===== config.mk =====
export PLATFORM = sky130hd
export DESIGN_NAME = pingpong_drain
export DESIGN_NICKNAME = d
export VERILOG_FILES = /design/src/rtl/pingpong_pkg.sv /design/src/rtl/pingpong_drain_bank_flip_det.sv /design/src/rtl/pingpong_drain.sv
export SDC_FILE = /design/constraint.sdc
export NUM_CORES = 1
export LEC_CHECK = 0
export ABC_AREA = 1
export BUFFER_PORTS_ARGS = -buffer_cell sky130_fd_sc_hd__buf_2
export CAP_MARGIN = 20
export CORE_UTILIZATION = 41
export CTS_BUF_LIST = sky130_fd_sc_hd__clkbuf_4
export DETAILED_ROUTE_END_ITERATION = 12
export GPL_ROUTABILITY_DRIVEN = 0
export PLACE_DENSITY_LB_ADDON = 0.08
export RECOVER_POWER = 25
export SLEW_MARGIN = 20
export SYNTH_ARGS = -nofsm -noshare
export SYNTH_HDL_FRONTEND = slang
export SYNTH_SLANG_ARGS = --single-unit

===== constraint.sdc =====
create_clock -name clk -period 2 [get_ports clk]
set_clock_uncertainty 0.1 [all_clocks]
set_input_delay 0.4 -clock clk [delete_from_list [all_inputs] [get_ports clk]]
set_output_delay 0.4 -clock clk [all_outputs]
set_load 0.03 [all_outputs]

===== src/rtl/pingpong_pkg.sv =====
// Shared types and constants for the ping-pong bank drainer.
// PINGPONG_DRAIN_CSUM_EN adds the CSUM state (trailing checksum byte).
package pingpong_pkg;

    localparam int BANK_ADDR_W = 8;
    localparam int BANK_BYTES  = 256;

`ifdef PINGPONG_DRAIN_CSUM_EN
    typedef enum logic [2:0] {
        IDLE  = 3'd0,
        RADDR = 3'd1,
        RDATA = 3'd2,
        SEND  = 3'd3,
        CSUM  = 3'd4
    } drain_state_t;
`else
    typedef enum logic [2:0] {
        IDLE  = 3'd0,
        RADDR = 3'd1,
        RDATA = 3'd2,
        SEND  = 3'd3
    } drain_state_t;
`endif

endpackage


===== src/rtl/pingpong_drain_bank_flip_det.sv =====
// Bank flip detector: tracks the writer's bank bit and records
// flips that land during a drain as pending work plus a sticky overrun.
module bank_flip_det (
    input  logic clk,
    input  logic rst,
    input  logic bank_sel,
    input  logic busy,
    input  logic start,
    output logic start_req,
    output logic overrun
);

    logic bank_q;
    logic pending;
    logic flip;

    assign flip      = bank_sel ^ bank_q;
    assign start_req = flip | pending;

    // Reset loads bank_q from bank_sel so no flip is seen on exit.
    always_ff @(posedge clk) begin
        if (rst) begin
            bank_q  <= bank_sel;
            pending <= 1'b0;
            overrun <= 1'b0;
        end else begin
            bank_q <= bank_sel;
            if (flip && busy) begin
                pending <= 1'b1;
                overrun <= 1'b1;
            end else if (start) begin
                pending <= 1'b0;
            end
        end
    end

endmodule


===== src/rtl/pingpong_drain.sv =====
// Drains the read bank of a ping-pong RAM byte by byte over valid/ready.
// PINGPONG_DRAIN_CSUM_EN appends a mod-256 checksum byte to each drain.
module pingpong_drain
    import pingpong_pkg::*;
#(
    parameter int DEPTH = 256
) (
    input  logic                   clk,
    input  logic                   rst,
    input  logic                   bank_sel,
    output logic [BANK_ADDR_W-1:0] read_addr,
    input  logic [7:0]             ram_dout,
    output logic [7:0]             tx_data,
    output logic                   tx_valid,
    input  logic                   tx_ready,
    output logic                   busy,
    output logic                   overrun
);

    if (DEPTH < 1 || DEPTH > BANK_BYTES) begin : g_depth_chk
        $error("DEPTH out of range");
    end

    localparam logic [BANK_ADDR_W-1:0] LAST = BANK_ADDR_W'(DEPTH - 1);

    drain_state_t           state;
    drain_state_t           state_d;
    logic [BANK_ADDR_W-1:0] addr_d;
    logic [7:0]             data_d;
    logic                   valid_d;
    logic                   start_req;
    logic                   start;
    logic                   xfer;

`ifdef PINGPONG_DRAIN_CSUM_EN
    logic [7:0] csum;
    logic [7:0] csum_d;
`endif

    assign busy  = (state != IDLE);
    assign start = (state == IDLE) && start_req;
    assign xfer  = tx_valid && tx_ready;

    bank_flip_det u_flip (
        .clk       (clk),
        .rst       (rst),
        .bank_sel  (bank_sel),
        .busy      (busy),
        .start     (start),
        .start_req (start_req),
        .overrun   (overrun)
    );

    always_ff @(posedge clk) begin
        if (rst) begin
            state     <= IDLE;
            read_addr <= '0;
            tx_data   <= '0;
            tx_valid  <= 1'b0;
`ifdef PINGPONG_DRAIN_CSUM_EN
            csum      <= '0;
`endif
        end else begin
            state     <= state_d;
            read_addr <= addr_d;
            tx_data   <= data_d;
            tx_valid  <= valid_d;
`ifdef PINGPONG_DRAIN_CSUM_EN
            csum      <= csum_d;
`endif
        end
    end

    always_comb begin
        state_d = state;
        addr_d  = read_addr;
        data_d  = tx_data;
        valid_d = tx_valid;
`ifdef PINGPONG_DRAIN_CSUM_EN
        csum_d  = csum;
`endif
        unique case (state)
            IDLE: begin
                if (start_req) begin
                    state_d = RADDR;
                    addr_d  = '0;
`ifdef PINGPONG_DRAIN_CSUM_EN
                    csum_d  = '0;
`endif
                end
            end
            RADDR: begin
                state_d = RDATA;
            end
            RDATA: begin
                data_d  = ram_dout;
                valid_d = 1'b1;
                state_d = SEND;
            end
            SEND: begin
                if (xfer) begin
`ifdef PINGPONG_DRAIN_CSUM_EN
                    csum_d = csum + tx_data;
`endif
                    if (read_addr == LAST) begin
`ifdef PINGPONG_DRAIN_CSUM_EN
                        // Checksum goes out next with valid still high.
                        state_d = CSUM;
                        data_d  = csum + tx_data;
`else
                        state_d = IDLE;
                        valid_d = 1'b0;
`endif
                    end else begin
                        addr_d  = read_addr + 1'b1;
                        valid_d = 1'b0;
                        state_d = RADDR;
                    end
                end
            end
`ifdef PINGPONG_DRAIN_CSUM_EN
            CSUM: begin
                if (xfer) begin
                    state_d = IDLE;
                    valid_d = 1'b0;
                end
            end
`endif
            default: begin
                state_d = IDLE;
                valid_d = 1'b0;
            end
        endcase
    end

endmodule


==> reports/metrics.csv <==
metric,value,unit
Setup CP Type,register to primary output,
Gate power share,49.0,%
Synth top area share,39.3,%
gr usage total,19.0,%
Crit. path cell count,4,
ANT nets after route,0,
prevailing post-synth register cell,dfxtp_1,
first-pass GRT wire length,4000,um
async set-reset flop share out of synthesis,0,%
crit-path max FO,4,
RSZ-0062 raised after global routing,no,
Starting Density,44.4,%
die width,54.3,um
worst skew pair latency,310,ps
Worst Path Buf+Inv,3,
Slew headroom,71.3,%
"Slowest-stage cell, CP",dfxtp_1,
Ys Warns,0,
Die Footprint,0.00295,mm2
core region area,0.00252,mm2
"delay-heaviest family, CP",buffers and inverters,
Worst Setup End Kind,primary output,
Worst Path Required,1500,ps
clk sink count,22,
HPWL after detailed placement,1850,um
"non-filler cells, final",225,
Clock Power Share,17.6,%
PwrDens,1450,mW/mm2
Worst Slack Setup Final,95.1,ps
Hold Path Stages,1,
"Cell Area, Placed",0.00130,mm2
Starting DRT DRC Count,16,
Ports,31,
# H-tree levels,1,
most numerous cell in the Yosys netlist,nand2_1,
clock buffer depth,2,
Max Cap Viol,0,
GRT Residual Overflow,0,
port buffer count,30,
Syn Area/Cell,6.88,um2
Synth Register Bits,22,
# Post-CTS Setup Buffers,0,
Startpoint Class,register,
placed insts,221,
ranking of synthesized cells by area,"dfxtp_1 (39%), nand2_1 (13%), nor2_1 (11%)",
clock-pin slew on the worst setup and hold paths,130,ps
DRC viols,0,
die height,54.3,um
Max Clk Rate,525,MHz
Initial DRT Pass Iterations,4,
initial antenna violation count,0,
Sequential Power Share,33.4,%
crit path DAT,1400,ps
hold_sp,bank_sel,
final hold slack,142,ps
Synth Cell Area,0.00112,mm2
Worst R2R Path Depth,7,
Switching Share,46.8,%
Area Growth Syn to Fin,19.9,%
Slew Limit Fails,0,
total power,1.95,mW
worst slew pin tran,431,ps
Synth cell types,22,
part of the Yosys area used for sequential elements,39.3,%
CTS Hold Bufs,0,
hold endpoint,u_flip.bank_q,
Tmin final,1900,ps
reg2reg end,tx_valid,
leakage power,0.617,nW
"slowest stage delay, CP",410,ps
CTS root buf,clkbuf_4,
CTS resizes,0,
setup violators final,0,
post-route cell area,0.00134,mm2
share of layout cells above drive strength 1,19.0,%
largest net degree at the start of global routing,18,
vias in the first global route,955,
r2r setup slk,340,ps
DR vias,1102,
antenna diode count,0,
number of enable flip-flop cells after synthesis,0,
wire length per cell,10.9,um
period utilization,95.2,%
setup_tns,0,ps
run status,"finished, final reports clean",
Worst path most repeated cell,inv_1,
Sw Pwr,0.912,mW
Fin. Hold Viols,0,
Worst Hold Class,input port to register,
DR vias/cell,4.90,
internal power,1.04,mW
VDD IR max,0.000795,V
Synth Instances,163,
final layout net count,213,
CTS tree,built,
post-synth net total,180,
fill cell count,259,
worst path cell trace,inv_1 -> ha_1 -> inv_1 -> buf_2,
drt total wl,2460,um
CTS Buf Count,3,
Synth top cells by count,"nand2_1 (39), nor2_1 (33), dfxtp_1 (22)",
Rows,18,
reg2reg start,state[0],
Layout Utilization,53.3,%
Synth area leader,dfxtp_1,
dpl ws,366,ps
[flip-flops by register name (all words and copies together), names as in the netlist]
register	flops
tx_valid	1
tx_data	8
read_addr	8
u_flip.bank_q	1
state	2
u_flip.pending	1
u_flip.overrun	1
[kinds of logic after synthesis]
| logic type | Yosys count | share of synthesized area (%) |
|---|---|---|
| fa+ha+maj | 5 | 5.58 |
| buf+inv | 18 | 6.03 |
| compound gates | 24 | 11.5 |
| simple gates | 93 | 36.8 |
| flops | 22 | 39.3 |
| xor+xnor | 1 | 0.781 |
[cell usage in the layout (no fill, tap or decap), types with 2 or more instances in the layout]
master    netlist  final
inv_1          14     14
ha_1            5      5
inv_2           2      2
clkbuf_4        0      3
o21ai_0        11     11
buf_2           0     22
nand2_2         4      4
nand3_1        11     11
nor2_1         33     33
a21oi_1         9      9
clkbuf_1        2      8
dfxtp_1        22     22
nand2_1        39     39
[power by group through the flow]
stage | combinational (mW) | sequential, mW | clock (mW)
2_1_floorplan | 0.554 | 0.832 | 0
3_3_place_gp | 0.961 | 0.651 | 0
3_5_place_dp | 0.971 | 0.660 | 0
4_1_cts | 0.985 | 0.651 | 0.351
5_1_grt | 1.07 | 0.672 | 0.376
6_report | 0.955 | 0.652 | 0.344
[metal layers]
| metal | GRT usage, % | vias up | wire [um] |
|---|---|---|---|
| met3 | 3.61 | 4 | 112 |
| met2 | 32.3 | 35 | 1190 |
| li1 | - | 576 | - |
| met5 | 0 | - | 0 |
| met1 | 23.6 | 487 | 1130 |
| met4 | 6.84 | 0 | 31 |
[area by class of cell]
class	instances	area (um2)	share of cell area, %
clock buffers	3	22.5	1.68
clock inverters	1	30.0	2.23
multi-input cells	123	613	45.6
well taps	30	37.5	2.79
repair buffers	30	140	10.4
flip-flops and latches	22	440	32.8
inverters	16	60.1	4.47
[how the worst max path moves through the flow]
stage            startpoint           end
6_report           state[0]          busy
5_1_grt            state[0]          busy
4_1_cts            state[0]          busy
3_5_place_dp       state[0]  read_addr[6]
3_3_place_gp       state[0]  read_addr[6]
2_1_floorplan  read_addr[0]  read_addr[5]
Note: power is estimated with default switching activity, not from simulation.
